<file path="src/rtl/rxcommaalignen_gpo_ctrl_pkg.sv">
// Shared types and constants for the GPO-driven comma-align controller.
package rxcommaalignen_gpo_ctrl_pkg;

  localparam int unsigned GPIO_W      = 16;
  localparam int unsigned GPIO_OFFSET = 8;

  typedef enum logic [1:0] {
    ST_IDLE    = 2'd0,
    ST_ALIGN   = 2'd1,
    ST_LOCKED  = 2'd2,
    ST_TIMEOUT = 2'd3
  } align_state_e;

endpackage

</file>
<file path="src/rtl/comma_align_ch_fsm.sv">
// Per-channel comma-align sequencer: request edge -> align window -> lock or timeout.
module comma_align_ch_fsm
  import rxcommaalignen_gpo_ctrl_pkg::*;
#(
  parameter int unsigned LOCK_CYCLES    = 16,
  parameter int unsigned TIMEOUT_CYCLES = 65535
) (
  input  logic clk,
  input  logic resetn,
  input  logic sync_vld,
  input  logic req_s,
  input  logic aligned_s,
  output logic align_en,
  output logic locked,
  output logic timed_out
);

  localparam int unsigned LOCK_W = $clog2(LOCK_CYCLES + 1);
  localparam int unsigned CYC_W  = $clog2(TIMEOUT_CYCLES);
  localparam logic [LOCK_W-1:0] LOCK_MAX = LOCK_W'(LOCK_CYCLES);
  localparam logic [CYC_W-1:0]  CYC_LAST = CYC_W'(TIMEOUT_CYCLES - 1);

  align_state_e      state_q, state_d;
  logic [CYC_W-1:0]  cyc_q, cyc_d;
  logic [LOCK_W-1:0] lock_q, lock_d;
  logic              req_prev_q, req_prev_d;
  logic              align_en_q, align_en_d;
  logic              locked_q, locked_d;
  logic              timed_out_q, timed_out_d;
  logic              rise_c;

  always_ff @(posedge clk) begin
    if (!resetn) begin
      state_q     <= ST_IDLE;
      cyc_q       <= '0;
      lock_q      <= '0;
      req_prev_q  <= 1'b0;
      align_en_q  <= 1'b0;
      locked_q    <= 1'b0;
      timed_out_q <= 1'b0;
    end else begin
      state_q     <= state_d;
      cyc_q       <= cyc_d;
      lock_q      <= lock_d;
      req_prev_q  <= req_prev_d;
      align_en_q  <= align_en_d;
      locked_q    <= locked_d;
      timed_out_q <= timed_out_d;
    end
  end

  // History reads as 1 until the synchronizer has flushed, so a request
  // already high out of reset must drop before it can start alignment.
  always_comb begin
    state_d    = state_q;
    cyc_d      = '0;
    lock_d     = '0;
    req_prev_d = sync_vld ? req_s : 1'b1;
    rise_c     = req_s & ~req_prev_q;
    unique case (state_q)
      ST_IDLE: begin
        if (rise_c) state_d = ST_ALIGN;
      end
      ST_ALIGN: begin
        cyc_d = (cyc_q == CYC_LAST) ? cyc_q : cyc_q + CYC_W'(1);
        if (!aligned_s)            lock_d = '0;
        else if (lock_q == LOCK_MAX) lock_d = lock_q;
        else                       lock_d = lock_q + LOCK_W'(1);
        if (!req_s)                 state_d = ST_IDLE;
        else if (lock_d == LOCK_MAX) state_d = ST_LOCKED;
        else if (cyc_q == CYC_LAST) state_d = ST_TIMEOUT;
      end
      ST_LOCKED: begin
        if (!req_s)          state_d = ST_IDLE;
        else if (!aligned_s) state_d = ST_ALIGN;
      end
      ST_TIMEOUT: begin
        if (!req_s) state_d = ST_IDLE;
      end
      default: state_d = ST_IDLE;
    endcase
  end

  always_comb begin
    align_en_d  = 1'b0;
    locked_d    = 1'b0;
    timed_out_d = 1'b0;
    unique case (state_q)
      ST_ALIGN:   align_en_d  = 1'b1;
      ST_LOCKED:  locked_d    = 1'b1;
      ST_TIMEOUT: timed_out_d = 1'b1;
      default:    ;
    endcase
  end

  assign align_en  = align_en_q;
  assign locked    = locked_q;
  assign timed_out = timed_out_q;

endmodule

</file>
<file path="src/rtl/rxcommaalignen_gpo_ctrl.sv">
// Two-channel GT comma-align enable control from a software GPO word, status on GPI.
module rxcommaalignen_gpo_ctrl
  import rxcommaalignen_gpo_ctrl_pkg::*;
#(
  parameter int unsigned CHANNEL_ID     = 2,
  parameter int unsigned LOCK_CYCLES    = 16,
  parameter int unsigned TIMEOUT_CYCLES = 65535
) (
  input  logic              clk,
  input  logic              resetn,
  input  logic [GPIO_W-1:0] gpo_in,
  input  logic              rxbyteisaligned_ch2,
  input  logic              rxbyteisaligned_ch3,
  output logic              rxcommaalignen_out_ch2,
  output logic              rxcommaalignen_out_ch3,
  output logic [GPIO_W-1:0] gpi_out
);

  localparam int unsigned REQ_LSB = CHANNEL_ID + GPIO_OFFSET;
  localparam logic [GPIO_W-1:0] REQ_MASK = GPIO_W'(3) << REQ_LSB;

  logic [1:0] req_meta_q, req_meta_d;
  logic [1:0] req_sync_q, req_sync_d;
  logic [1:0] algn_meta_q, algn_meta_d;
  logic [1:0] algn_sync_q, algn_sync_d;
  logic [1:0] vld_q, vld_d;
  logic [1:0] en_c, lock_c, tmo_c;
  logic       unused_gpo;

  // Only the two channel request bits are consumed; the rest of the word is ignored.
  assign unused_gpo = ^(gpo_in & ~REQ_MASK);

  always_comb begin
    req_meta_d  = {gpo_in[REQ_LSB+1], gpo_in[REQ_LSB]};
    req_sync_d  = req_meta_q;
    algn_meta_d = {rxbyteisaligned_ch3, rxbyteisaligned_ch2};
    algn_sync_d = algn_meta_q;
    vld_d       = {vld_q[0], 1'b1};
  end

  always_ff @(posedge clk) begin
    if (!resetn) begin
      req_meta_q  <= '0;
      req_sync_q  <= '0;
      algn_meta_q <= '0;
      algn_sync_q <= '0;
      vld_q       <= '0;
    end else begin
      req_meta_q  <= req_meta_d;
      req_sync_q  <= req_sync_d;
      algn_meta_q <= algn_meta_d;
      algn_sync_q <= algn_sync_d;
      vld_q       <= vld_d;
    end
  end

  comma_align_ch_fsm #(
    .LOCK_CYCLES   (LOCK_CYCLES),
    .TIMEOUT_CYCLES(TIMEOUT_CYCLES)
  ) u_fsm_ch2 (
    .clk      (clk),
    .resetn   (resetn),
    .sync_vld (vld_q[1]),
    .req_s    (req_sync_q[0]),
    .aligned_s(algn_sync_q[0]),
    .align_en (en_c[0]),
    .locked   (lock_c[0]),
    .timed_out(tmo_c[0])
  );

  comma_align_ch_fsm #(
    .LOCK_CYCLES   (LOCK_CYCLES),
    .TIMEOUT_CYCLES(TIMEOUT_CYCLES)
  ) u_fsm_ch3 (
    .clk      (clk),
    .resetn   (resetn),
    .sync_vld (vld_q[1]),
    .req_s    (req_sync_q[1]),
    .aligned_s(algn_sync_q[1]),
    .align_en (en_c[1]),
    .locked   (lock_c[1]),
    .timed_out(tmo_c[1])
  );

  assign rxcommaalignen_out_ch2 = en_c[0];
  assign rxcommaalignen_out_ch3 = en_c[1];

  always_comb begin
    gpi_out               = '0;
    gpi_out[REQ_LSB]      = lock_c[0];
    gpi_out[REQ_LSB+1]    = lock_c[1];
    gpi_out[CHANNEL_ID]   = tmo_c[0];
    gpi_out[CHANNEL_ID+1] = tmo_c[1];
  end

endmodule

</file>
<file path="config.mk">
export PLATFORM = sky130hd
export DESIGN_NAME = rxcommaalignen_gpo_ctrl
export DESIGN_NICKNAME = d
export VERILOG_FILES = /design/src/rtl/rxcommaalignen_gpo_ctrl_pkg.sv /design/src/rtl/comma_align_ch_fsm.sv /design/src/rtl/rxcommaalignen_gpo_ctrl.sv
export SDC_FILE = /design/constraint.sdc
export NUM_CORES = 1
export LEC_CHECK = 0
export ABC_AREA = 1
export ABC_CLOCK_PERIOD_IN_PS = 1320
export CAP_MARGIN = 20
export CORE_ASPECT_RATIO = 0.75
export CORE_MARGIN = 2
export CORE_UTILIZATION = 50
export CTS_CLUSTER_DIAMETER = 150
export DETAILED_ROUTE_END_ITERATION = 12
export PLACE_DENSITY = 0.86
export SLEW_MARGIN = 20
export SYNTH_ARGS = -nofsm -noshare
export SYNTH_HDL_FRONTEND = slang
export SYNTH_SLANG_ARGS = --single-unit
</file>
<file path="constraint.sdc">
create_clock -name clk -period 1.32 [get_ports clk]
set_input_delay 0.264 -clock clk [delete_from_list [all_inputs] [get_ports clk]]
set_output_delay 0.264 -clock clk [all_outputs]
set_load 0.02 [all_outputs]
</file>
==> results of run 1 <==
sequential cells by signal, indices dropped and copies added (netlist names), 5 cells and up:
signal / cells
u_fsm_ch2.cyc_q: 16
u_fsm_ch2.lock_q: 5
u_fsm_ch3.cyc_q: 16
u_fsm_ch3.lock_q: 5
cells in the mapped netlist:
cell / n
sky130_fd_sc_hd__nor3_2: 2
sky130_fd_sc_hd__nor2_2: 2
sky130_fd_sc_hd__dfxtp_1: 64
sky130_fd_sc_hd__nor4_1: 1
sky130_fd_sc_hd__or2_0: 3
sky130_fd_sc_hd__nand2_1: 88
sky130_fd_sc_hd__o21ai_0: 15
sky130_fd_sc_hd__nor4_2: 1
sky130_fd_sc_hd__inv_1: 71
sky130_fd_sc_hd__buf_4: 16
sky130_fd_sc_hd__nand3_1: 35
sky130_fd_sc_hd__a21boi_2: 1
sky130_fd_sc_hd__nor3_1: 11
sky130_fd_sc_hd__nor2_1: 52
sky130_fd_sc_hd__buf_6: 1
sky130_fd_sc_hd__buf_2: 2
sky130_fd_sc_hd__inv_2: 2
sky130_fd_sc_hd__o21bai_1: 2
sky130_fd_sc_hd__mux2i_1: 1
sky130_fd_sc_hd__or2_2: 3
sky130_fd_sc_hd__nand3b_4: 2
sky130_fd_sc_hd__clkbuf_1: 2
sky130_fd_sc_hd__xor2_1: 6
sky130_fd_sc_hd__xnor2_1: 9
sky130_fd_sc_hd__a21oi_1: 10
sky130_fd_sc_hd__nand2_2: 2
sky130_fd_sc_hd__a31oi_1: 8
sky130_fd_sc_hd__nand4_1: 14
sky130_fd_sc_hd__o211ai_1: 4
sky130_fd_sc_hd__ha_1: 8
sky130_fd_sc_hd__conb_1: 1
worst max-delay path, delay by kind of cell (launching register included):
kind,cells,cell delay (ps)
AO/OA/AOI/OAI,1,40
adder cells (fa/ha/maj),1,170
buffers and inverters,2,110
flip-flops,1,360
AND/OR/NAND/NOR,10,690
worst max-delay path by stage:
stage                                         from                                end  slack (ps)  depth (start not counted)
finish              u_fsm_ch3.lock_q[1]$_SDFF_PN0_  u_fsm_ch3.state_q[0]$_SDFFE_PN0P_        -160                         14
global route        u_fsm_ch3.lock_q[0]$_SDFF_PN0_  u_fsm_ch3.state_q[0]$_SDFFE_PN0P_        -290                         10
CTS                 u_fsm_ch3.lock_q[1]$_SDFF_PN0_  u_fsm_ch3.state_q[0]$_SDFFE_PN0P_        -140                         14
detailed placement  u_fsm_ch3.lock_q[1]$_SDFF_PN0_  u_fsm_ch3.state_q[0]$_SDFFE_PN0P_        -200                         11
global placement                            resetn     u_fsm_ch2.lock_q[0]$_SDFF_PN0_        -150                          5
floorplan           u_fsm_ch3.lock_q[1]$_SDFF_PN0_  u_fsm_ch3.state_q[0]$_SDFFE_PN0P_         -40                         11
logic make-up after synthesis:
family | after synthesis | share of synthesized area (%)
and+or+nand+nor | 216 | 31.1
buffers and inverters | 94 | 13.4
DFF | 64 | 40.5
AOI/OAI and AO/OA | 40 | 7.31
xor gates and xnor gates | 15 | 4.15
adders and majority gates | 8 | 3.16
other | 1 | 0.118
muxes | 1 | 0.316
metal layers:
layer | vias to the layer above | wire (µm) | global-route usage [%]
met4 | 0 | 323 | 7.62
met2 | 172 | 4570 | 36.5
met1 | 1479 | 3740 | 25.9
met3 | 54 | 691 | 8.99
li1 | 1522 | - | -
met5 | - | 0 | 0
power by group through the flow:
stage          registers, W  logic (W)  clock network (W)
2_1_floorplan       0.00219   0.000531                  0
4_1_cts             0.00215   0.000713            0.00164
6_report            0.00217   0.000895            0.00165
3_3_place_gp        0.00219   0.000690                  0
5_1_grt             0.00218   0.000980            0.00175
3_5_place_dp        0.00220   0.000721                  0
layout make-up:
type                       count  area [µm²]  area share [%]
timing repair buffer          70         598            13.3
tap                           81         101            2.26
clock inverter                 6        61.3            1.37
inverter                      73         293            6.53
clock buffer                   9         124            2.76
multi-input combinational    293        1950            43.6
sequential                    64        1350            30.2
per-stage QoR:
stage          hold WS (ps)  setup WS [ps]  setup TNS [ps]  cells  total power (W)
2_1_floorplan           292          -37.0           -70.9    450          0.00272
3_3_place_gp            392           -145           -3340    557          0.00288
3_5_place_dp            400           -204           -4220    557          0.00292
4_1_cts                 417           -136            -348    580          0.00450
5_1_grt                 429           -287           -3670    596          0.00490
6_report                418           -158           -1560    596          0.00472
timing repair:
item / 4_1_cts / 5_1_grt
setup endpoints to repair: 32 / 38
gates resized for setup: 71 / 122
buffers inserted: 7 / 15
cloned: 1 / 1
pin swaps: 9 / 34
==> results.md, run 1 <==
| Quantity | This run | Unit |
|---|---|---|
| Crit-path slowest cell | sky130_fd_sc_hd__dfxtp_2 | - |
| Worst hold path type | register to register | - |
| Clk pwr share | 35.1 | % |
| Buffer depth of the longest clock path | 2 | - |
| Placed inst area | 3560 | µm² |
| Clk Tree Root Cell | sky130_fd_sc_hd__clkbuf_8 | - |
| Final wirelength | 9330 | µm |
| Worst setup EP type | register | - |
| Unrepaired setup endpoints after global routing | true | - |
| Ratio of cells with drive above 1 in the final layout | 41.6 | % |
| Number of max-cap violations | 0 | - |
| Yosys warning total | 0 | - |
| Final-report hold violation count | 0 | - |
| Slack of the critical path | -158 | ps |
| Sequential group share of total power | 46.0 | % |
| Number of cells traversed by the worst hold path | 2 | - |
| Library cell appearing most often on the critical path | sky130_fd_sc_hd__nand2_1 | - |
| Number of max-slew violations in the final report | 0 | - |
| Net load switching power | 0.00148 | W |
| CTS H-tree depth | 3 | - |
| Clk_lat worst skew | 360 | ps |
| Maximum clock skew at final layout | 7.90 | ps |
| Final HPWL DP | 4640 | µm |
| Power per standard cell area | 1050 | nW/µm² |
| Violations in the final reports | setup timing | - |
| Crit Path Max Fanout | 3 | - |
| Required time of the critical path | 1570 | ps |
| Kind of launch point of the worst setup path | register | - |
| Switching share of total power | 31.4 | % |
| Synthesized area per cell | 7.21 | µm² |
| Global route total overflow | 0 | - |
| Static leakage | 2.08 | nW |
| Total core area | 6220 | µm² |
| Area Overhead vs Synth | 41.7 | % |
| IO Pins | 38 | - |
| Clock tree from TritonCTS | built | - |
| Leading cell types in the layout, fill and taps excluded | sky130_fd_sc_hd__nand2_1, sky130_fd_sc_hd__buf_4, sky130_fd_sc_hd__inv_1, sky130_fd_sc_hd__dfxtp_1, sky130_fd_sc_hd__nor2_1 | - |
| Vias in the first global route | 2801 | - |
| Capture point of the worst reg-to-reg path | u_fsm_ch3.state_q[0]$_SDFFE_PN0P_ | - |
| Total number of nets in the final design | 539 | - |
| Commonest non-fill, non-tap cell in the layout | sky130_fd_sc_hd__nand2_1 | - |
| Number of flip-flops and latches in the synthesized netlist | 64 | - |
| R2r setup slk | -160 | ps |
| Starting density of the core | 50.9 | % |
| Share of the synthesized area in the top cell type | 40.5 | % |
| Final cell utilization of the core | 72.1 | % |
| Mean routed wirelength per cell | 15.7 | µm |
| Reg-to-reg critical path startpoint | u_fsm_ch3.lock_q[1]$_SDFF_PN0_ | - |
| Number of port buffers | 11 | - |
| Gate power share | 19.0 | % |
| Antenna-violating nets left | 0 | - |
| Status | complete, but fails checks | - |
| Startpoint of the most critical hold path | algn_meta_q[0]$_SDFF_PN0_ | - |
| Synth unique cells | 31 | - |
| Cell area after layout | 4490 | µm² |
| Global Route Usage Sum | 22.0 | % |
| Die area | 6990 | µm² |
| Starting DRT DRC Count | 344 | - |
| Tmin final | 1480 | ps |
| Worst setup path class | register to register | - |
| Arrival time at the worst endpoint | 1730 | ps |
| End point of the most critical hold path | algn_sync_q[0]$_SDFF_PN0_ | - |
| Hold-fix buffers at CTS | 0 | - |
| Ratio of final minimum period to clock period | 112 | % |
| Antenna fix cells | 0 | - |
| Dominant cells by area after synthesis | sky130_fd_sc_hd__dfxtp_1, sky130_fd_sc_hd__nand2_1, sky130_fd_sc_hd__inv_1, sky130_fd_sc_hd__nor2_1, sky130_fd_sc_hd__nand3_1 | - |
| Initial antenna violation count | 0 | - |
| Per-cell via count in the routed design | 5.41 | - |
| Gate Count Post-Synth | 439 | - |
| Drt pass-1 iters | 7 | - |
| R2r worst-path depth | 14 | - |
| Peak VDD IR | 0.000954 | V |
| Pin count of the biggest net entering global routing | 15 | - |
| Syn Std Cell Area | 3170 | µm² |
| Die outline width | 95.9 | µm |
| Residual DRC count | 0 | - |
| Maximum clock frequency | 0.676 | GHz |
| Clock buffer count from CTS | 9 | - |
| Last weighted congestion value of the routability-driven placer | 0.955 | - |
| Clock-pin slew of the registers on the worst-case setup and hold paths | 70 | ps |
| List of cells traversed by the critical path | inv_1, ha_1, nand2_1, inv_2, nand2_2, nand2_1, nand3_2, nand2_1, nor2_1, nand2_1, nand2_1, nand2_1, nand2_1, a21oi_1 | - |
| Filler Cells Inserted | 413 | - |
| Number of endpoints failing setup at the final stage | 23 | - |
| Number of vias in the routed layout | 3227 | - |
| Sinks on the clock net | 64 | - |
| Fraction of the yosys area taken by sequential cells | 40.5 | % |
| Number of cell rows | 25 | - |
| First-pass GRT wire length | 11800 | µm |
| Largest area contributor in the netlist | sky130_fd_sc_hd__dfxtp_1 | - |
| Power Internal | 0.00323 | W |
| Slowest Stage Delay on Critical Path | 360 | ps |
| Vert. Die Dim | 72.9 | µm |
No activity file was read; power rests on OpenSTA's default activity.
==> run 2: changes to the inputs <==
Settings changed: CORE_UTILIZATION 50 to 35, PLACE_DENSITY 0.86 to 0.66, SETUP_SLACK_MARGIN from default to 0.5.
==> results.md, run 2 (synthesized netlist as in run 1, its figures left out) <==
| Quantity | This run | Unit | Delta |
|---|---|---|---|
| Worst setup EP type | register | - |  |
| Worst hold path type | register to register | - |  |
| Worst setup path class | register to register | - |  |
| Vert. Die Dim | 86.4 | µm | +18% |
| Starting DRT DRC Count | 234 | - | -32% |
| IO Pins | 38 | - | unchanged |
| Last weighted congestion value of the routability-driven placer | 0.909 | - | -4.8% |
| Switching share of total power | 30.1 | % | -1.3 points |
| Number of vias in the routed layout | 3137 | - | -2.8% |
| Net load switching power | 0.00170 | W | +15% |
| Number of cell rows | 30 | - | +20% |
| Pin count of the biggest net entering global routing | 15 | - | unchanged |
| Buffer depth of the longest clock path | 2 | - | unchanged |
| Tot Pwr | 0.00564 | W | +20% |
| Commonest non-fill, non-tap cell in the layout | sky130_fd_sc_hd__nand2_1 | - |  |
| Slowest Stage Delay on Critical Path | 380 | ps | +20 ps |
| Final wirelength | 8790 | µm | -5.8% |
| Mean routed wirelength per cell | 13.9 | µm | -11% |
| Sinks on the clock net | 64 | - | unchanged |
| Die area | 9830 | µm² | +41% |
| Clk pwr share | 43.2 | % | +8.1 points |
| Antenna-violating nets left | 0 | - | unchanged |
| Crit Path Max Fanout | 4 | - | +1 |
| Maximum clock frequency | 0.650 | GHz | -3.9% |
| Static leakage | 2.24 | nW | +7.7% |
| Total number of nets in the final design | 543 | - | +0.74% |
| Final cell utilization of the core | 56.0 | % | -16 points |
| First-pass GRT wire length | 12400 | µm | +4.5% |
| Slack of the critical path | -219 | ps | -60.2 ps |
| Library cell appearing most often on the critical path | sky130_fd_sc_hd__nand2_1 | - |  |
| Top Registers | u_fsm_ch2.cyc_q x16, u_fsm_ch3.cyc_q x16 | - |  |
| Peak VDD IR | 0.000759 | V | -20% |
| Status | complete, but fails checks | - |  |
| Tmin final | 1540 | ps | +60.2 ps |
| Global Route Usage Sum | 15.8 | % | -6.2 points |
| Number of max-cap violations | 0 | - | unchanged |
| Global route total overflow | 0 | - | unchanged |
| Clk Tree Root Cell | sky130_fd_sc_hd__clkbuf_16 | - |  |
| Die outline width | 114 | µm | +19% |
| Sequential group share of total power | 38.9 | % | -7.1 points |
| Antenna fix cells | 0 | - | unchanged |
| List of cells traversed by the critical path | ha_4, nand2_2, inv_2, nand2_2, or2_1, a21boi_2, nand2_1, nand2_1, nand2_1, nand2_1, a21oi_2 | - |  |
| Maximum clock skew at final layout | 5.98 | ps | -1.92 ps |
| Violations in the final reports | setup timing | - |  |
| Leading cell types in the layout, fill and taps excluded | sky130_fd_sc_hd__nand2_1, sky130_fd_sc_hd__inv_1, sky130_fd_sc_hd__buf_4, sky130_fd_sc_hd__buf_6, sky130_fd_sc_hd__nor2_1 | - |  |
| Number of endpoints failing setup at the final stage | 15 | - | -35% |
| Number of max-slew violations in the final report | 0 | - | unchanged |
| Residual DRC count | 0 | - | unchanged |
| Unrepaired setup endpoints after global routing | true | - |  |
| Vias in the first global route | 2776 | - | -0.89% |
| Ratio of cells with drive above 1 in the final layout | 52.3 | % | +11 points |
| Clk_lat worst skew | 330 | ps | -30 ps |
| Filler Cells Inserted | 739 | - | +79% |
| Clock-pin slew of the registers on the worst-case setup and hold paths | 60 | ps | about the same |
| Number of port buffers | 11 | - | unchanged |
| Power Internal | 0.00394 | W | +22% |
| Drt pass-1 iters | 5 | - | -2 |
| Gate power share | 17.9 | % | -1.1 points |
| Area Overhead vs Synth | 58.0 | % |  |
| Arrival time at the worst endpoint | 1760 | ps | +30 ps |
| Required time of the critical path | 1540 | ps | -30 ps |
| CTS H-tree depth | 3 | - | unchanged |
| Starting density of the core | 35.4 | % | -15 points |
| Ratio of final minimum period to clock period | 117 | % | +4.6 points |
| Kind of launch point of the worst setup path | register | - |  |
| Per-cell via count in the routed design | 4.96 | - | -8.3% |
| Power per standard cell area | 1130 | nW/µm² | +7.2% |
| Clock buffer count from CTS | 9 | - | unchanged |
| Final hold slack | 411 | ps | -6.53 ps |
| Final-report hold violation count | 0 | - | unchanged |
| Clock tree from TritonCTS | built | - |  |
| Crit-path slowest cell | sky130_fd_sc_hd__dfxtp_4 | - |  |
| Final HPWL DP | 4650 | µm | +0.10% |
| Total core area | 8930 | µm² | +44% |
| Initial antenna violation count | 0 | - | unchanged |
-- run 2: final timing paths --
path	start	to	slack, ps	cells after the start
worst max-delay path	u_fsm_ch3.lock_q[0]$_SDFF_PN0_	u_fsm_ch3.state_q[0]$_SDFFE_PN0P_	-220	11
worst min-delay path	algn_meta_q[0]$_SDFF_PN0_	algn_sync_q[0]$_SDFF_PN0_	410	2
worst max register to register	u_fsm_ch3.lock_q[0]$_SDFF_PN0_	u_fsm_ch3.state_q[0]$_SDFFE_PN0P_	-220	11
worst min register to register	algn_meta_q[0]$_SDFF_PN0_	algn_sync_q[0]$_SDFF_PN0_	410	2
-- run 2: layout make-up --
class	instances	area (µm²)	area share, %
clock inverters	7	76.3	1.53
repair buffers	74	691	13.8
clock buffers	9	225	4.50
flip-flops and latches	64	1390	27.7
inverters	73	312	6.23
well taps	112	140	2.80
multi-input cells	293	2170	43.4
-- run 2: worst max-delay path, delay by kind of cell, from the launching register on --
family / cells / cell delay [ps]
AND/OR/NAND/NOR: 7 / 660
flip-flops: 1 / 380
AO/OA/AOI/OAI: 2 / 200
adder cells (fa/ha/maj): 1 / 140
buffers and inverters: 1 / 70
-- run 2: layer usage --
layer | wire length, µm | vias to the layer above | global-route usage [%]
li1 | - | 1530 | -
met1 | 3770 | 1465 | 19.9
met2 | 4350 | 120 | 25.5
met3 | 455 | 22 | 4.55
met4 | 214 | 0 | 6.87
met5 | 0 | - | 0
-- run 2: power groups by stage --
stage	clock (W)	combinational (W)	sequential, W
2_1_floorplan	0	0.000590	0.00221
3_3_place_gp	0	0.000731	0.00222
3_5_place_dp	0	0.000754	0.00222
4_1_cts	0.00247	0.000861	0.00219
5_1_grt	0.00257	0.00110	0.00221
6_report	0.00243	0.00101	0.00219
-- run 2: timing repair --
item | in CTS | in global routing
pin swaps | 47 | 41
cloned | 1 | 0
endpoints found under the hold margin | 0 | 0
hold buffers | 0 | 0
endpoints found under the setup margin | 67 | 57
gates resized for setup | 126 | 87
buffers inserted | 21 | 16
-- run 2: through the flow --
| stage | TNS, ps | instance area (µm²) | setup WS (ps) | cells |
|---|---|---|---|---|
| final | -884 | 5000 | -219 | 632 |
| after global routing | -2730 | 5000 | -317 | 632 |
| after CTS | -375 | 4570 | -144 | 616 |
| after detailed placement | -1990 | 3800 | -191 | 578 |
| after global placement | -1700 | 3800 | -125 | 578 |
| after floorplan | -70.3 | 3510 | -36.6 | 450 |
==> run 3: changes to the inputs <==
Settings changed: SETUP_SLACK_MARGIN 0.5 to default.
==> results.md, run 3 (synthesized netlist as in run 1, its figures left out) <==
| Quantity | This run | Unit | Delta |
|---|---|---|---|
| Final HPWL DP | 4680 | µm | +0.83% |
| Starting DRT DRC Count | 178 | - | -24% |
| Met2 demand-to-capacity share in global routing | 24.1 | % | -1.4 points |
| Worst hold path type | register to register | - |  |
| Worst setup EP type | register | - |  |
| Clock-pin slew of the registers on the worst-case setup and hold paths | 50 | ps | about the same |
| Mean routed wirelength per cell | 12.4 | µm | -11% |
| Per-cell via count in the routed design | 4.74 | - | -4.6% |
| Antenna-violating nets left | 0 | - | unchanged |
| Clock buffer count from CTS | 9 | - | unchanged |
| Maximum clock skew at final layout | 5.07 | ps | -0.911 ps |
| Violations in the final reports | setup timing | - |  |
| Unrepaired setup endpoints after global routing | true | - |  |
| Initial antenna violation count | 0 | - | unchanged |
| Maximum clock frequency | 0.680 | GHz | +4.6% |
| Ratio of final minimum period to clock period | 111 | % | -5.1 points |
| Pin count of the biggest net entering global routing | 15 | - | unchanged |
| Clock tree from TritonCTS | built | - |  |
| Most congested layer reported by global routing | met2 | - |  |
| Number of endpoints failing setup at the final stage | 11 | - | -4 |
| Total core area | 8930 | µm² | unchanged |
| Multi-input gate area in the final layout | 2000 | µm² | -7.7% |
| Final-report hold violation count | 0 | - | unchanged |
| First-pass GRT wire length | 11700 | µm | -5.7% |
| Peak VDD IR | 0.000777 | V | +2.4% |
| Top Registers | u_fsm_ch2.cyc_q x16, u_fsm_ch3.cyc_q x16 | - |  |
| Buffer depth of the longest clock path | 2 | - | unchanged |
| Arrival time at the worst endpoint | 1690 | ps | -70 ps |
| Die outline width | 114 | µm | unchanged |
| Worst setup path class | register to register | - |  |
| Final wirelength | 7780 | µm | -12% |
| Tmin final | 1470 | ps | -67.2 ps |
| Slack of the critical path | -151 | ps | +67.2 ps |
| CTS H-tree depth | 3 | - | unchanged |
| Final hold slack | 410 | ps | -0.910 ps |
| Global route total overflow | 0 | - | unchanged |
| Ratio of cells with drive above 1 in the final layout | 42.6 | % | -9.8 points |
| Required time of the critical path | 1540 | ps | about the same |
| Status | complete, but fails checks | - |  |
| Commonest non-fill, non-tap cell in the layout | sky130_fd_sc_hd__nand2_1 | - |  |
| Static leakage | 2.16 | nW | -3.6% |
| Global Route Usage Sum | 14.8 | % | -0.98 points |
| Sinks on the clock net | 64 | - | unchanged |
| Kind of launch point of the worst setup path | register | - |  |
| Hold-fix buffers at CTS | 0 | - | unchanged |
| Residual DRC count | 0 | - | unchanged |
| Register area | 1360 | µm² | -2.0% |
| Number of vias in the routed layout | 2980 | - | -5.0% |
| Number of port buffers | 11 | - | unchanged |
| Number of cell rows | 30 | - | unchanged |
| Area Overhead vs Synth | 48.5 | % |  |
| Number of max-cap violations | 0 | - | unchanged |
| Cell Count Post-Placement | 593 | - | +2.6% |
| Number of standard cells in the layout, taps in and fillers out | 629 | - | -0.47% |
| Total negative slack | -640 | ps | +244 ps |
| Total number of nets in the final design | 541 | - | -0.37% |
| Drt pass-1 iters | 4 | - | -1 |
| Die area | 9830 | µm² | unchanged |
| Setup slack at placement | -210 | ps | -18.8 ps |
| Leading cell types in the layout, fill and taps excluded | sky130_fd_sc_hd__nand2_1, sky130_fd_sc_hd__buf_4, sky130_fd_sc_hd__inv_1, sky130_fd_sc_hd__dfxtp_1, sky130_fd_sc_hd__nor2_1 | - |  |
| Vias in the first global route | 2667 | - | -3.9% |
| Number of max-slew violations in the final report | 0 | - | unchanged |
| Global-route track usage on met3 | 4.62 | % | +0.070 points |
| Starting density of the core | 35.4 | % | unchanged |
| Clk_lat worst skew | 330 | ps | about the same |
| Tot Pwr | 0.00531 | W | -5.7% |
| Power per standard cell area | 1130 | nW/µm² | +0.31% |
| IO Pins | 38 | - | unchanged |
| Filler Cells Inserted | 761 | - | +3.0% |
| Antenna fix cells | 0 | - | unchanged |
| Fraction of met1 tracks used by global routing | 18.9 | % | -0.93 points |
| Last weighted congestion value of the routability-driven placer | 0.882 | - | -3.0% |
| Vert. Die Dim | 86.4 | µm | unchanged |
| Clk Tree Root Cell | sky130_fd_sc_hd__clkbuf_16 | - |  |
| Crit Path Max Fanout | 4 | - | unchanged |
-- run 3: cell count changes in the layout (fill, tap and decap cells not counted), sizes merged --
cell           before  now
clkdlybuf4s50       4    5
clkinv              2    1
inv                76   72
clkbuf              9   12
buf                69   61
dlygate4sd2         1    6
clkinvlp            1    3
nand3b              3    2
-- run 3: final timing paths --
check                                  from                                end  slack (ps)  depth (start not counted)
min reg2reg                vld_q[0]$_DFF_P_                vld_q[1]$_SDFF_PN0_         410                          2
max reg2reg  u_fsm_ch3.lock_q[0]$_SDFF_PN0_  u_fsm_ch3.state_q[0]$_SDFFE_PN0P_        -150                         13
max          u_fsm_ch3.lock_q[0]$_SDFF_PN0_  u_fsm_ch3.state_q[0]$_SDFFE_PN0P_        -150                         13
min                        vld_q[0]$_DFF_P_                vld_q[1]$_SDFF_PN0_         410                          2
-- run 3: repair_timing --
item	CTS	global route
setup endpoints to repair	38	40
setup buffers	6	16
pin swaps	14	44
gates cloned	0	1
resized for setup	81	130
-- run 3: area by class of cell --
cell class | count | area share [%]
well taps | 112 | 2.98
flip-flops and latches | 64 | 28.9
clock inverters | 3 | 0.905
repair inverters | 1 | 0.160
multi-input cells | 292 | 42.6
inverters | 73 | 6.33
clock buffers | 12 | 5.24
repair buffers | 72 | 12.9
-- run 3: per-layer routing --
metal  vias up  wire (µm)
li1       1516          -
met4         0         90
met5         -          0
met1      1382       3440
met2        70       3900
met3        12        339
-- run 3: critical path, stage by stage (launching register included) --
cell                      delay, ps
sky130_fd_sc_hd__dfxtp_4        360
sky130_fd_sc_hd__inv_4           60
sky130_fd_sc_hd__ha_4           130
sky130_fd_sc_hd__nand2_2         50
sky130_fd_sc_hd__inv_2           80
sky130_fd_sc_hd__nand3_1         90
sky130_fd_sc_hd__nand3_2        100
sky130_fd_sc_hd__nand2_1         70
sky130_fd_sc_hd__nor2_2         120
sky130_fd_sc_hd__nand2_2         80
sky130_fd_sc_hd__nand2_1         60
sky130_fd_sc_hd__nand2_1         40
sky130_fd_sc_hd__nand2_1         80
sky130_fd_sc_hd__a21oi_2         40
-- run 3: report_power, final --
| part | internal, W | total [W] | switching (W) |
|---|---|---|---|
| Clock | 0.00150 | 0.00229 | 0.000798 |
| Sequential | 0.00205 | 0.00217 | 0.000122 |
| Combinational | 0.000298 | 0.000851 | 0.000553 |
| Total | 0.00384 | 0.00531 | 0.00147 |
-- run 3: through the flow --
step	utilization [%]	area, µm²
floorplan	-	3220
global placement	40.9	3650
detailed placement	40.9	3650
CTS	46.8	4180
global route	52.6	4700
finish	52.6	4700
==> RTL edit 1: new RTL, config.mk and constraints of run 2 <==
`TIMEOUT_CYCLES` is set to 65535 in 2 places; all go to 131070.
--- a/src/rtl/comma_align_ch_fsm.sv
+++ b/src/rtl/comma_align_ch_fsm.sv
@@ -5,3 +5,3 @@
   parameter int unsigned LOCK_CYCLES    = 16,
-  parameter int unsigned TIMEOUT_CYCLES = 65535
+  parameter int unsigned TIMEOUT_CYCLES = 131070
 ) (
--- a/src/rtl/rxcommaalignen_gpo_ctrl.sv
+++ b/src/rtl/rxcommaalignen_gpo_ctrl.sv
@@ -6,3 +6,3 @@
   parameter int unsigned LOCK_CYCLES    = 16,
-  parameter int unsigned TIMEOUT_CYCLES = 65535
+  parameter int unsigned TIMEOUT_CYCLES = 131070
 ) (
Behaviour: same outputs for any inputs over 10 cycles, from zero or initial values and one cycle with resetn low; that may be too few to reach the edited logic, so the function may still have changed.
==> RTL edit 1 against run 2 <==
  * Power increased by 0.96%
  * Setup slack improved by 0.0023 ns
  * Design area increased by 8.7%
  * Area after synthesis increased by 3.9%
  * Highest routed layer unchanged
  * Critical endpoint unchanged
  * The run still ends with setup timing left
  * Via count increased by 5.3%
  * Core utilization increased by 3.9 points
  * Wire length increased by 6.3%
  * Critical path type unchanged
  * Sequential cell count increased by 2
==> RTL edit 1: results (changes against run 2) <==
stage,metric,value,unit,change
worst_setup_path,ff2ff_path_depth,13,,+2
global_route,grt_start_max_net_pins,20,,+5
worst_hold_path,min-delay-start,resetn,,
synth,synthMuxAreaShare,0,%,-0.32 points
final_layout,drive_gt1_share,57.1,%,+4.8 points
synth,yosys-top-cells-area,"dfxtp_1 40%, nand2_1 8.4%, inv_1 7.6%, nor2_1 6.1%, nand3_1 4.6%",,
synth,synthXorXnorAreaFrac,4.79,%,+0.64 points
placed_design,placedCellCount,636,,+10%
synth,synth_top_area_share,40.2,%,-0.29 points
worst_hold_path,hp-class,in -> reg,,
run_status,status,"finished, violations left",,
run_status,violations,setup timing,,
drt,firstDrtPassIters,4,,-1
drt,vias,3304,,+5.3%
global_route,grt_pass1_wl,14.9,mm,+20%
final_layout,fillCellCount,746,,+0.95%
timing,hold_slack,0.272,ns,-0.139 ns
timing,setup_viol,28,,+13
timing,fin_ws,-0.216,ns,+0.00230 ns
synth,synth_fa_ha_area_share,3.04,%,-0.12 points
placed_design,gp_congestion,0.873,,-4.0%
synth,synthTopCellsByCount,"74 x nand2_1, 67 x inv_1, 66 x dfxtp_1, 53 x nor2_1, 30 x nand3_1",,
placed_design,preCtsSetupSlack,-0.258,ns,-0.0668 ns
final_layout,reg_top3,"u_fsm_ch2.cyc_q: 17 flops, u_fsm_ch3.cyc_q: 17 flops",,
final_layout,fin_nets,592,,+9.0%
synth,avgSynthCellArea,7.37,um^2,+2.2%
## RTL edit 1: cell count changes after synthesis, sizes merged, moves of 4 or more
cell,change
nand2,-9
nor2,+8
nor3,+7
a21oi,+6
a31oi,-5
xor2,+4
## RTL edit 1: through the flow
step / util (%) / setup TNS, ns
2_1_floorplan: - / -0.0124
6_report: 59.9 / -1.68
3_3_place_gp: 46.0 / -5.31
4_1_cts: 56.8 / -0.592
3_5_place_dp: 46.0 / -8.14
5_1_grt: 59.9 / -4.74
## RTL edit 1: cells by family (layout without fill, tap and decap cells)
kind of cell	after synthesis	after routing
AND/OR/NAND/NOR	215	215
buffers and inverters	94	206
flip-flops	66	66
AO/OA/AOI/OAI	44	44
XOR/XNOR	18	18
adder cells (fa/ha/maj)	8	8
other	1	12
## RTL edit 1: how the worst max path moves through the flow
stage,end,slack (ns),cells past startpoint
final,u_fsm_ch3.state_q[0]$_SDFFE_PN0P_,-0.22,13
after global placement,u_fsm_ch2.cyc_q[12]$_SDFFE_PN0N_,-0.22,6
after floorplan,u_fsm_ch3.state_q[0]$_SDFFE_PN0P_,-0.01,10
after global routing,u_fsm_ch3.state_q[0]$_SDFFE_PN0P_,-0.33,13
after CTS,u_fsm_ch3.state_q[0]$_SDFFE_PN0P_,-0.12,13
after detailed placement,u_fsm_ch2.cyc_q[4]$_SDFFE_PN0N_,-0.26,5
## RTL edit 1: repair_timing
item / 4_1_cts / 5_1_grt
endpoints found under the setup margin: 71 / 62
setup buffers: 35 / 9
pin swaps: 52 / 40
gates resized for setup: 160 / 63
cloned: 1 / 0
## RTL edit 1: worst max-delay path: stages (launching register included)
cell     delay [ns]
dfxtp_4        0.38
buf_6          0.11
buf_6          0.10
nand3_2        0.06
nand2_1        0.07
nand2_1        0.06
nand2_1        0.10
nand2_1        0.08
nor2_2         0.13
nand2_2        0.08
nand2_1        0.07
nand2_1        0.06
nor2_2         0.11
nor2_1         0.04
## RTL edit 1: cell type report
| cell class | count | share of cell area, % |
|---|---|---|
| Tap cell | 128 | 2.94 |
| Timing Repair Buffer | 115 | 19.3 |
| Clock buffer | 9 | 4.14 |
| Clock inverter | 7 | 1.01 |
| Timing Repair inverter | 1 | 0.207 |
| Sequential cell | 66 | 25.6 |
| Multi-Input combinational cell | 297 | 40.6 |
| Inverter | 74 | 6.23 |
## RTL edit 1: metal layers
metal  wire length (um)  GRT usage [%]  vias up
met4                180           6.28        0
met5                  0              0        -
met3                379           4.29       13
met2               4710           31.5       91
met1               4080           23.5     1568
li1                   -              -     1632
## RTL edit 1: report_power, final
group / internal (mW) / switching [mW] / total, mW
Clock: 1.28 / 0.927 / 2.21
Sequential: 2.13 / 0.127 / 2.26
Combinational: 0.518 / 0.707 / 1.22
==> RTL edit 2: new RTL, config.mk and constraints of run 2 <==
Without the edit above. Reset style: asynchronous (`resetn`), changed in 2 clocked blocks.
--- a/src/rtl/comma_align_ch_fsm.sv
+++ b/src/rtl/comma_align_ch_fsm.sv
@@ -31,3 +31,3 @@
 
-  always_ff @(posedge clk) begin
+  always_ff @(posedge clk or negedge resetn) begin
     if (!resetn) begin
--- a/src/rtl/rxcommaalignen_gpo_ctrl.sv
+++ b/src/rtl/rxcommaalignen_gpo_ctrl.sv
@@ -40,3 +40,3 @@
 
-  always_ff @(posedge clk) begin
+  always_ff @(posedge clk or negedge resetn) begin
     if (!resetn) begin
Check against the original RTL: differs if resetn is asserted again (counterexample within 10 cycles, from zero or initial values and one cycle with resetn low); with resetn held inactive, the same outputs for 10 cycles.
==> RTL edit 2 against run 2 <==
  * Setup slack worse by 0.060 ns
  * Wire length is 14% higher
  * First-iteration DRC count is 40% lower
  * Clock skew is 0.0039 ns higher
  * Core utilization is 4.8 points higher
  * The run ends with hold timing, setup timing left
  * Design area is 16% higher
  * Via count is 7.5% higher
  * Area after synthesis is 6.7% higher
  * Sequential share of layout area is 0.11 points higher
  * Sequential cell count stayed put
  * Synthesized cell count is 8.4% lower
  * Critical path type unchanged
  * Highest routed layer unchanged
  * Critical path depth is 2 higher
Power is not compared: it rests on default switching activity, and its combinational part moved more than twofold at a synthesized area within 25%.
==> RTL edit 2: results (changes against run 2) <==
stage,metric,value,unit,change
global_route,track_usage,17.2,%,+1.4 points
worst_setup_path,rrSetupSlack,-0.28,ns,-0.06 ns
timing,hold_viol_final,10,,+10
cts,clkTransAtPathRegs,0.05,ns,
synth,avgSynthCellArea,8.40,um^2,+17%
timing,setup_viol,38,,+23
global_route,grt_start_max_net_pins,45,,+30
worst_hold_path,hp-class,in -> async,,
worst_setup_path,arrival,1.83,ns,+0.07 ns
placed_design,hpwl,5.26,mm,+13%
timing,fin_ws,-0.278,ns,-0.0598 ns
placed_design,placedInstanceArea,4320,um^2,+14%
synth,synthTopCellsByCount,"77 x nand2_1, 64 x dfrtp_1, 48 x inv_1, 39 x nor2_1, 28 x nand3_1",,
timing,finClkSkew,0.00990,ns,+0.00392 ns
worst_setup_path,critPathMaxFanout,3,,-1
power_and_ir_drop,leakagePower,2.77,nW,
final_layout,drive_gt1_share,57.4,%,+5.1 points
synth,synthArstFlopShare,100,%,+100 points
final_layout,fin_nets,576,,+6.1%
drt,firstDrtPassIters,4,,-1
drt,viasPerCell,4.93,,-0.71%
worst_setup_path,slowest_delay,0.43,ns,+0.05 ns
placed_design,gp_congestion,0.829,,-8.9%
final_layout,fillCellCount,694,,-6.1%
worst_setup_path,crit_path_top_delay_cell,dfrtp_2,,
synth,yosys-top-cells-area,"dfrtp_1 47%, nand2_1 8.6%, inv_1 5.3%, nor2_1 4.3%, nand3_1 4.1%",,
drt,drt-initial-drc-count,140,,-40%
global_route,grt_pass1_vias,3110,,+12%
global_route,grt_pass1_wl,14.2,mm,+15%
run_status,violations,"hold timing, setup timing",,
drt,wl_per_cell,14.6,um,+5.1%
synth,seq_area_frac_synth,47.4,%,+6.9 points
final_layout,fin_cells,684,,+8.2%
synth,synth.distinct_cells,37,,+19%
cts,cts_root_buf,clkbuf_16,,
timing,hold_slack,-0.187,ns,-0.598 ns
global_route,antenna_found_initial,0,,unchanged
run_status,status,"finished, violations left",,
placed_design,placedCellCount,621,,+7.4%
## RTL edit 2: cell types whose count changed in the layout (fill, tap and decap cells not counted), moves of 18 or more
cell     delta
buf_4      +59
dfrtp_1    +59
dfxtp_1    -24
dfxtp_2    -18
dfxtp_4    -22
inv_1      -18
## RTL edit 2: cell type report
cell class                 count  area (um^2)  area share [%]
inverter                      52          220            3.81
timing repair buffer         143         1290            22.3
sequential                    64         1610            27.8
tap                          132          165            2.86
clock buffer                  11          243            4.20
multi-input combinational    278         2210            38.2
clock inverter                 4         45.0           0.780
## RTL edit 2: kinds of logic after synthesis
family          Yosys count  synth area share (%)
buf+inv                  71                  9.96
other cells               2                 0.222
compound gates           58                  10.0
xor+xnor                  6                  1.56
fa+ha+maj                 8                  2.96
flops                    64                  47.4
simple gates            193                  27.9
## RTL edit 2: stage by stage
step / power, mW / TNS (ns) / worst slack (ns)
final: 8.13 / -4.40 / -0.278
after global routing: 8.52 / -7.49 / -0.371
after CTS: 7.52 / -2.20 / -0.201
after detailed placement: 4.40 / -3.27 / -0.243
after global placement: 4.33 / -2.37 / -0.166
after floorplan: 3.65 / -0.408 / -0.0668
## RTL edit 2: final timing paths
kind                                               start                                to
hold / removal                                    resetn     u_fsm_ch2.lock_q[2]$_DFF_PN0_
min in group clk                algn_meta_q[0]$_DFF_PN0_          algn_sync_q[0]$_DFF_PN0_
setup reg to reg           u_fsm_ch3.lock_q[1]$_DFF_PN0_  u_fsm_ch3.state_q[0]$_DFFE_PN0P_
hold reg to reg                 algn_meta_q[0]$_DFF_PN0_          algn_sync_q[0]$_DFF_PN0_
max in group asynchronous                         resetn    u_fsm_ch2.cyc_q[1]$_DFFE_PN0P_
setup / recovery           u_fsm_ch3.lock_q[1]$_DFF_PN0_  u_fsm_ch3.state_q[0]$_DFFE_PN0P_
## RTL edit 2: routing by layer
layer	global-route usage, %	share of wire, %	vias up
met1	20.7	40	1677
met2	30.1	53	74
met5	0	0	-
met3	4.85	3.8	29
met4	6.46	2.9	0
li1	-	-	1591
## RTL edit 2: power by group
part           total [mW]  internal [mW]  switching, mW
combinational        3.39           1.64           1.75
sequential           2.41           2.21          0.200
clock                2.33           1.49          0.836
total                8.13           5.34           2.79
## RTL edit 2: what timing repair did
action,4_1_cts,5_1_grt
resized for setup,119,116
endpoints found under the setup margin,54,56
pin swaps,46,51
buffers inserted,24,23
gates cloned,1,0
hold endpoints to repair,10,10
